===== src/rtl/alu_mc_if.sv =====
// Operation request/response bundle between the datapath controller and alu_mc.
interface alu_mc_if #(
    parameter int W = 8
);
    logic         start;
    logic [2:0]   control;
    logic [W-1:0] A;
    logic [W-1:0] B;
    logic [W-1:0] out;
    logic [W-1:0] out_hi;
    logic         busy;
    logic         done;
    logic         co;
    logic         ovf;
    logic         z;
    logic         n;

    modport master (
        output start, control, A, B,
        input  out, out_hi, busy, done, co, ovf, z, n
    );

    modport slave (
        input  start, control, A, B,
        output out, out_hi, busy, done, co, ovf, z, n
    );
endinterface


===== src/rtl/alu_mc.sv =====
// Multi-cycle ALU: single-cycle ADD/SUB/AND/OR/XOR, sequential signed
// shift-add multiplier, registered NZCV flags and start/done handshake.
module alu_mc #(
    parameter int W  = 8,
    parameter int CW = $clog2(W + 1)
) (
    input  logic      clk,
    input  logic      reset,
    alu_mc_if.slave   bus
);
    typedef enum logic [2:0] {
        OP_ADD = 3'd0,
        OP_SUB = 3'd1,
        OP_AND = 3'd2,
        OP_OR  = 3'd3,
        OP_XOR = 3'd4,
        OP_MUL = 3'd5
    } op_t;

    typedef enum logic {
        S_IDLE,
        S_MUL
    } state_t;

    state_t          state;
    logic [2*W-1:0]  acc;
    logic [2*W-1:0]  mcand;
    logic [W-1:0]    mplier;
    logic            sign;
    logic [CW-1:0]   cnt;

    logic [W:0]      sum_add;
    logic [W:0]      sum_sub;
    logic [W-1:0]    r_out;
    logic            r_co;
    logic            r_ovf;
    logic            r_z;
    logic            r_n;
    logic [W-1:0]    mag_a;
    logic [W-1:0]    mag_b;
    logic [2*W-1:0]  acc_step;
    logic [2*W-1:0]  prod;

    // Single-cycle result/flags from the live operands, plus the multiplier step.
    always_comb begin
        sum_add = {1'b0, bus.A} + {1'b0, bus.B};
        sum_sub = {1'b0, bus.A} + {1'b0, ~bus.B} + (W+1)'(1);
        r_out   = '0;
        r_co    = 1'b0;
        r_ovf   = 1'b0;
        case (op_t'(bus.control))
            OP_ADD: begin
                r_out = sum_add[W-1:0];
                r_co  = sum_add[W];
                r_ovf = (bus.A[W-1] == bus.B[W-1]) && (sum_add[W-1] != bus.A[W-1]);
            end
            OP_SUB: begin
                r_out = sum_sub[W-1:0];
                r_co  = sum_sub[W];
                r_ovf = (bus.A[W-1] != bus.B[W-1]) && (sum_sub[W-1] != bus.A[W-1]);
            end
            OP_AND:  r_out = bus.A & bus.B;
            OP_OR:   r_out = bus.A | bus.B;
            OP_XOR:  r_out = bus.A ^ bus.B;
            default: r_out = '0;
        endcase
        r_z = (r_out == '0);
        // Sign of the infinite-precision result, not just the truncated MSB.
        r_n = r_out[W-1] ^ r_ovf;

        // Magnitude of -2^(W-1) wraps to 2^(W-1), which is correct as unsigned.
        mag_a    = bus.A[W-1] ? (~bus.A + W'(1)) : bus.A;
        mag_b    = bus.B[W-1] ? (~bus.B + W'(1)) : bus.B;
        acc_step = acc + (mplier[0] ? mcand : '0);
        prod     = sign ? (~acc_step + (2*W)'(1)) : acc_step;
    end

    // Control FSM, multiplier datapath and registered outputs.
    always_ff @(posedge clk) begin
        if (reset) begin
            state      <= S_IDLE;
            acc        <= '0;
            mcand      <= '0;
            mplier     <= '0;
            sign       <= 1'b0;
            cnt        <= '0;
            bus.out    <= '0;
            bus.out_hi <= '0;
            bus.busy   <= 1'b0;
            bus.done   <= 1'b0;
            bus.co     <= 1'b0;
            bus.ovf    <= 1'b0;
            bus.z      <= 1'b0;
            bus.n      <= 1'b0;
        end else begin
            bus.done <= 1'b0;
            case (state)
                S_IDLE: begin
                    if (bus.start) begin
                        if (op_t'(bus.control) == OP_MUL) begin
                            mcand    <= {{W{1'b0}}, mag_a};
                            mplier   <= mag_b;
                            sign     <= bus.A[W-1] ^ bus.B[W-1];
                            acc      <= '0;
                            cnt      <= '0;
                            bus.busy <= 1'b1;
                            state    <= S_MUL;
                        end else begin
                            bus.out    <= r_out;
                            bus.out_hi <= '0;
                            bus.co     <= r_co;
                            bus.ovf    <= r_ovf;
                            bus.z      <= r_z;
                            bus.n      <= r_n;
                            bus.done   <= 1'b1;
                        end
                    end
                end
                S_MUL: begin
                    acc    <= acc_step;
                    mcand  <= mcand << 1;
                    mplier <= mplier >> 1;
                    cnt    <= cnt + CW'(1);
                    // The last step's sum is written straight out, already sign-applied.
                    if (cnt == CW'(W - 1)) begin
                        bus.out    <= prod[W-1:0];
                        bus.out_hi <= prod[2*W-1:W];
                        bus.co     <= 1'b0;
                        bus.ovf    <= (prod[2*W-1:W] != {W{prod[W-1]}});
                        bus.z      <= (prod == '0);
                        bus.n      <= prod[2*W-1];
                        bus.done   <= 1'b1;
                        bus.busy   <= 1'b0;
                        state      <= S_IDLE;
                    end
                end
                default: state <= S_IDLE;
            endcase
        end
    end
endmodule


===== src/flat_wrapper.sv =====
// flat-port wrapper written by rule: the top's interface ports become plain ports
module alu_mc_flat 
#(
    parameter int W  = 8,
    parameter int CW = $clog2(W + 1)
)
  (clk, reset, bus_start, bus_control, bus_A, bus_B, bus_out, bus_out_hi, bus_busy, bus_done, bus_co, bus_ovf, bus_z, bus_n);
  alu_mc_if #(.W(W)) bus_i ();
  input  logic clk;
  input  logic reset;
  input wire logic [$bits(bus_i.start)-1:0] bus_start;
  input wire logic [$bits(bus_i.control)-1:0] bus_control;
  input wire logic [$bits(bus_i.A)-1:0] bus_A;
  input wire logic [$bits(bus_i.B)-1:0] bus_B;
  output wire logic [$bits(bus_i.out)-1:0] bus_out;
  output wire logic [$bits(bus_i.out_hi)-1:0] bus_out_hi;
  output wire logic [$bits(bus_i.busy)-1:0] bus_busy;
  output wire logic [$bits(bus_i.done)-1:0] bus_done;
  output wire logic [$bits(bus_i.co)-1:0] bus_co;
  output wire logic [$bits(bus_i.ovf)-1:0] bus_ovf;
  output wire logic [$bits(bus_i.z)-1:0] bus_z;
  output wire logic [$bits(bus_i.n)-1:0] bus_n;
  assign bus_i.start = bus_start;
  assign bus_i.control = bus_control;
  assign bus_i.A = bus_A;
  assign bus_i.B = bus_B;
  assign bus_out = bus_i.out;
  assign bus_out_hi = bus_i.out_hi;
  assign bus_busy = bus_i.busy;
  assign bus_done = bus_i.done;
  assign bus_co = bus_i.co;
  assign bus_ovf = bus_i.ovf;
  assign bus_z = bus_i.z;
  assign bus_n = bus_i.n;
  alu_mc #(.W(W), .CW(CW)) u_core (.clk(clk), .reset(reset), .bus(bus_i));
endmodule

===== config.mk =====
export PLATFORM = sky130hd
export DESIGN_NAME = alu_mc_flat
export DESIGN_NICKNAME = d
export VERILOG_FILES = /design/src/rtl/alu_mc_if.sv /design/src/rtl/alu_mc.sv /design/src/flat_wrapper.sv
export SDC_FILE = /design/constraint.sdc
export NUM_CORES = 1
export LEC_CHECK = 0
export CAP_MARGIN = 0
export CORE_ASPECT_RATIO = 1.1
export CORE_MARGIN = 4
export CORE_UTILIZATION = 45
export CTS_BUF_LIST = sky130_fd_sc_hd__clkbuf_4 sky130_fd_sc_hd__clkbuf_8
export DETAILED_ROUTE_END_ITERATION = 7
export PLACE_DENSITY = 0.67
export SLEW_MARGIN = 20
export SYNTH_ARGS = -nofsm -noshare
export SYNTH_HDL_FRONTEND = slang
export SYNTH_SLANG_ARGS = --single-unit
export TNS_END_PERCENT = 10

===== constraint.sdc =====
create_clock -name clk -period 3.4 [get_ports clk]
set_input_delay 0.85 -clock clk [delete_from_list [all_inputs] [get_ports clk]]
set_output_delay 0.85 -clock clk [all_outputs]
set_load 0.05 [all_outputs]

## After elaboration in Yosys (flattened, before gate mapping)

Index checks and enable logic that the tools add are counted.

| storage, ports and cells | value |
|---|---|
| bits in registers | 68 |

| cells by class | value |
|---|---|
| add/subtract/negate cells | 8 |
| eq/ne operators | 15 |
| muxes and demuxes | 54 |
| bitwise logic cells | 9 |
| reductions and logical operators | 9 |

Operator list:

| kind | number |
|---|---|
| $mux 16 | 6 |
| $mux 8 | 10 |
| $pmux 16 s2 | 2 |
| $pmux 8 s2 | 3 |
| $pmux 8 s5 | 1 |
| $mux 1 | 20 |
| $add 8x8->9 | 2 |
| $pmux 1 s2 | 9 |
| $add 16x1->16 const B | 1 |
| $add 16x16->16 | 1 |
| $add 8x1->8 const B | 2 |
| $logic_not 16->1 | 1 |
| $not 16->16 | 1 |
| $not 8->8 | 2 |
| $add 9x1->9 const B | 1 |
| $reduce_and 3->1 | 3 |
| $and 8x8->8 | 1 |
| $logic_not 8->1 | 1 |
| $mux 4 | 2 |
| $ne 8x8->1 | 1 |
| $or 8x8->8 | 1 |
| $pmux 4 s2 | 1 |
| $xor 8x8->8 | 1 |
| $eq 3x2->1 const B | 2 |
| other kinds (13) | 20 |

## Logic depth before layout (Yosys ltp)

| logic depth | value |
|---|---|
| word-level depth | 10 |
| gate-level depth with buffers | 15 |
| mapped depth without buffers | 14 |

## Least setup slack after synthesis

Ideal clock, no wire load.

| timing | value |
|---|---|
| path type | register -> register |
| from | register u_core.mplier[0] |
| to | register u_core.bus.ovf |
| library setup time | 0.129 ns |
| arrival time | 3.651 ns |
| path slack | -0.379 ns |
| stages on the path, launching flop included | 15 |
| buffers on the path | 1 |
| clock period less this slack | 3.779 ns |
| cells stage by stage | dfxtp_1 and2_1 ha_1 fa_1 a21o_1 a211oi_1 o221ai_1 or3_1 buf_6 o21bai_4 o41ai_4 xor2_2 or4b_1 nand2_1 a211oi_1 |

| between the ends | value |
|---|---|
| cells in the longest elaborated chain, start to end | 8 |

RTL lines:

| what | line | text |
|---|---|---|
| from (decl) | alu_mc.sv:28 | `logic [W-1:0] mplier;` |
| from (signal assigned) | alu_mc.sv:102 | `mplier <= mag_b;` |
| from (signal assigned) | alu_mc.sv:122 | `mplier <= mplier >> 1;` |
| $mux 16 * | alu_mc.sv:74 | `acc_step = acc + (mplier[0] ? mcand : '0);` |
| $add 16x16->16 * | alu_mc.sv:74 |  |
| $not 16->16 | alu_mc.sv:75 | `prod = sign ? (~acc_step + (2*W)'(1)) : acc_step;` |
| $add 16x1->16 | alu_mc.sv:75 |  |
| $mux 16 * | alu_mc.sv:75 |  |
| $ne 8x8->1 * | alu_mc.sv:129 | `bus.ovf <= (prod[2*W-1:W] != {W{prod[W-1]}});` |
| $mux 1 * | alu_mc.sv:125 | `if (cnt == CW'(W - 1)) begin` |
| $pmux 1 s2 * | alu_mc.sv:97 | `case (state)` |
| to (signal assigned) | alu_mc.sv:112 | `bus.ovf <= r_ovf;` |
| to (signal assigned) | alu_mc.sv:129 |  |
| to (decl) | alu_mc_if.sv:25 | `output out, out_hi, busy, done, co, ovf, z, n` |

Mark *: on every way between the ends. The rest lies on a longest branch, timed or not. The select of a mux whose other input is x is not followed.
A chain may end at the register's enable or synchronous reset.

## Worst setup path after layout

Ends and elaborated chain as after synthesis.

==> run metrics <==
status finished with violations; failing checks negative setup slack; Starting Density 0.460; WP data arrival 3.98 ns; crit path to u_core.bus.ovf$_SDFFE_PP0P_; Slew Limit Fails 0; most common flop cell mapped by yosys dfxtp_1; Crit path top cell by count xnor2_2; Post-synth EDFFs 0; via-per-instance ratio ~5.7; maximum VDD drop 0.000277 V; worst reg2reg startpoint u_core.mplier[0]$_SDFFE_PP0P_; total number of vias roughly 6,000; RSZ-0062 raised after global routing yes; post-DP HPWL 12,900 um; synth unique cells 65; Worst-Margin Slew 0.930 ns; DIE HEIGHT 124 um; Fin Hold WS roughly 0.46 ns; critical path's slowest cell or4b_4; placer congestion estimate roughly 0.92; Post-Layout Cell Count 1,063; Avg Cell Area, Syn 7.39 um2; Synth Cell Area 5540 um2; worst path cell trace and2_4, ha_4, fa_2, a21o_4, a2111oi_4, xnor2_2, buf_4, or4_4, nand2b_4, o41ai_4, xnor2_2, or4b_4, nand2_2, a211oi_2; synthesized instance count 749; layout cell share with drive strength beyond 1 0.233; CTS root buf clkbuf_8; Worst Path Max Fanout 4; PortBufs 43; ys async rst share 0; core area 12,000 um2; Lkg Pwr 0.00337 uW; worst hold path class flop to flop; # fillers 1,067; post-route clock skew about 0.013 ns; CP Depth 14; final hold viol count 0; clock latency on the worst-skew pair approximately 0.37 ns; # clock sinks 68; max frequency 268 MHz; setup_tns -0.807 ns; Post-Layout Inst Area 7520 um2; initial antenna violation count 0; DRC 0; initial detailed-routing violation count approximately 350; Clock transition at path regs 0.07 ns; gr ovfl total 0; Largest stage delay, worst path about 0.55 ns; routed len/inst 16.2 um; sequential area share after synthesis 0.246; Worst path top cell family by delay simple AND/OR/NAND/NOR gates; fin nets 972; MaxCap Viol Count 0; total power about 2000 uW; Rows 42; Die Width 114 um; Final setup violation count 4; Worst R2R Path Depth 14; post-place instance area a little over 7000 um2; ANT nets after route 0; WP data required 3.65 ns; Synth Register Bits 68; max_slew headroom 0.377; CTS tree yes; I/O pin count 44; synth warn 0; critical path type flop to flop; fin crit share 1.10; GR Util All Layers 0.242; number of global-route vias before repair 6,060; reg-to-reg endpoint u_core.bus.ovf$_SDFFE_PP0P_; syn nets 817; crit path launch u_core.mplier[0]$_SDFFE_PP0P_; crit path launch type flop; commonest non-fill, non-tap cell in the layout buf_4; most frequent cells in the layout buf_4 (148), nor2_1 (111), a21oi_1 (69), dfxtp_1 (65), nand2_1 (48); Min Clock Period, post-route ~3.7 ns; first-pass GRT wire length 28,400 um; clock buffer depth 2; area grow syn2layout 35.8%; Power Density 263 nW/um2; H-tree Lvls 3; DR pass1 iterations 5; Final WS setup -0.334 ns; Crit. End Element flop; Die Area about 14,000 um2; largest net degree at the start of global routing 68; Diodes inserted 0; cts bufs inserted 9; total wire length approximately 17,000 um; Cells after DPL 1,041; crit path buf inv count 1; Worst R2R Setup Slack -0.33 ns
==> how the worst min path moves through the flow <==
stage / start / end / slack (ns) / cells after the start
after floorplan: u_core.mplier[7]$_SDFFE_PP0P_ / u_core.mplier[7]$_SDFFE_PP0P_ / 0.44 / 2
after CTS: u_core.bus.out[7]$_SDFFE_PP0P_ / u_core.bus.out[7]$_SDFFE_PP0P_ / 0.46 / 2
after detailed placement: u_core.bus.out[7]$_SDFFE_PP0P_ / u_core.bus.out[7]$_SDFFE_PP0P_ / 0.45 / 2
final: u_core.bus.out[7]$_SDFFE_PP0P_ / u_core.bus.out[7]$_SDFFE_PP0P_ / 0.46 / 2
after global routing: u_core.bus.out[7]$_SDFFE_PP0P_ / u_core.bus.out[7]$_SDFFE_PP0P_ / 0.49 / 2
after global placement: u_core.bus.out[7]$_SDFFE_PP0P_ / u_core.bus.out[7]$_SDFFE_PP0P_ / 0.45 / 2
==> metal layers <==
metal,vias up,track usage,wire (um)
li1,2992,-,-
met1,2829,0.288,7110
met2,154,0.429,8840
met3,40,0.0379,707
met4,0,0.0992,551
met5,-,0,0
==> synth_stat cells, drive strengths merged, types with 21 or more instances <==
| master | number | area share |
|---|---|---|
| dfxtp | 68 | 0.25 |
| a211oi | 21 | 0.028 |
| and3 | 25 | 0.028 |
| nand2 | 50 | 0.034 |
| o21ai | 30 | 0.027 |
| ha | 43 | 0.097 |
| clkbuf | 39 | 0.026 |
| inv | 32 | 0.022 |
| nor2 | 111 | 0.075 |
| a21oi | 70 | 0.063 |
| xnor2 | 27 | 0.043 |
| nor3 | 31 | 0.028 |
==> metrics by stage <==
stage          setup slack (ns)   util
2_1_floorplan            -0.320      -
3_3_place_gp             -0.335  0.585
3_5_place_dp             -0.491  0.585
4_1_cts                  -0.339  0.617
5_1_grt                  -0.444  0.625
6_report                 -0.334  0.625
==> cell type report <==
class,count,area [um2],area share
clock buffers,11,139,0.0185
clock inverters,5,52.6,0.00699
inverters,33,124,0.0165
multi-input cells,599,4090,0.544
flip-flops and latches,68,1370,0.182
well taps,154,193,0.0256
repair buffers,193,1560,0.207
==> repair_timing <==
action,in CTS,in global routing
setup buffers,4,2
hold buffers,0,0
gates resized for setup,30,13
endpoints found under the setup margin,8,13
pin swaps,18,16
==> tightest hold or removal path: stages, from the launching register on <==
cell and delay (ns):
dfxtp_1 0.32, nand2_1 0.05, a21oi_1 0.05
==> cells by family after synthesis <==
| family | share of synthesized area |
|---|---|
| compound gates | 0.249 |
| buf+inv | 0.0599 |
| xor+xnor | 0.0615 |
| fa+ha+maj | 0.108 |
| mux | 0.0127 |
| flops | 0.246 |
| simple gates | 0.263 |
==> where the power goes <==
part | leakage (uW) | total (uW) | internal (uW) | switching, uW
combinational | 0.00272 | 476 | 211 | 265
clock | 0.0000999 | 670 | 351 | 318
sequential | 0.000552 | 828 | 814 | 14.8
==> registers in the layout (all words and copies together), names as in the netlist, 4 cells and up <==
name,count
u_core.mplier,8
u_core.bus.out_hi,8
u_core.cnt,4
u_core.acc,16
u_core.mcand,16
u_core.bus.out,8
(Power assumes the default switching activity.)
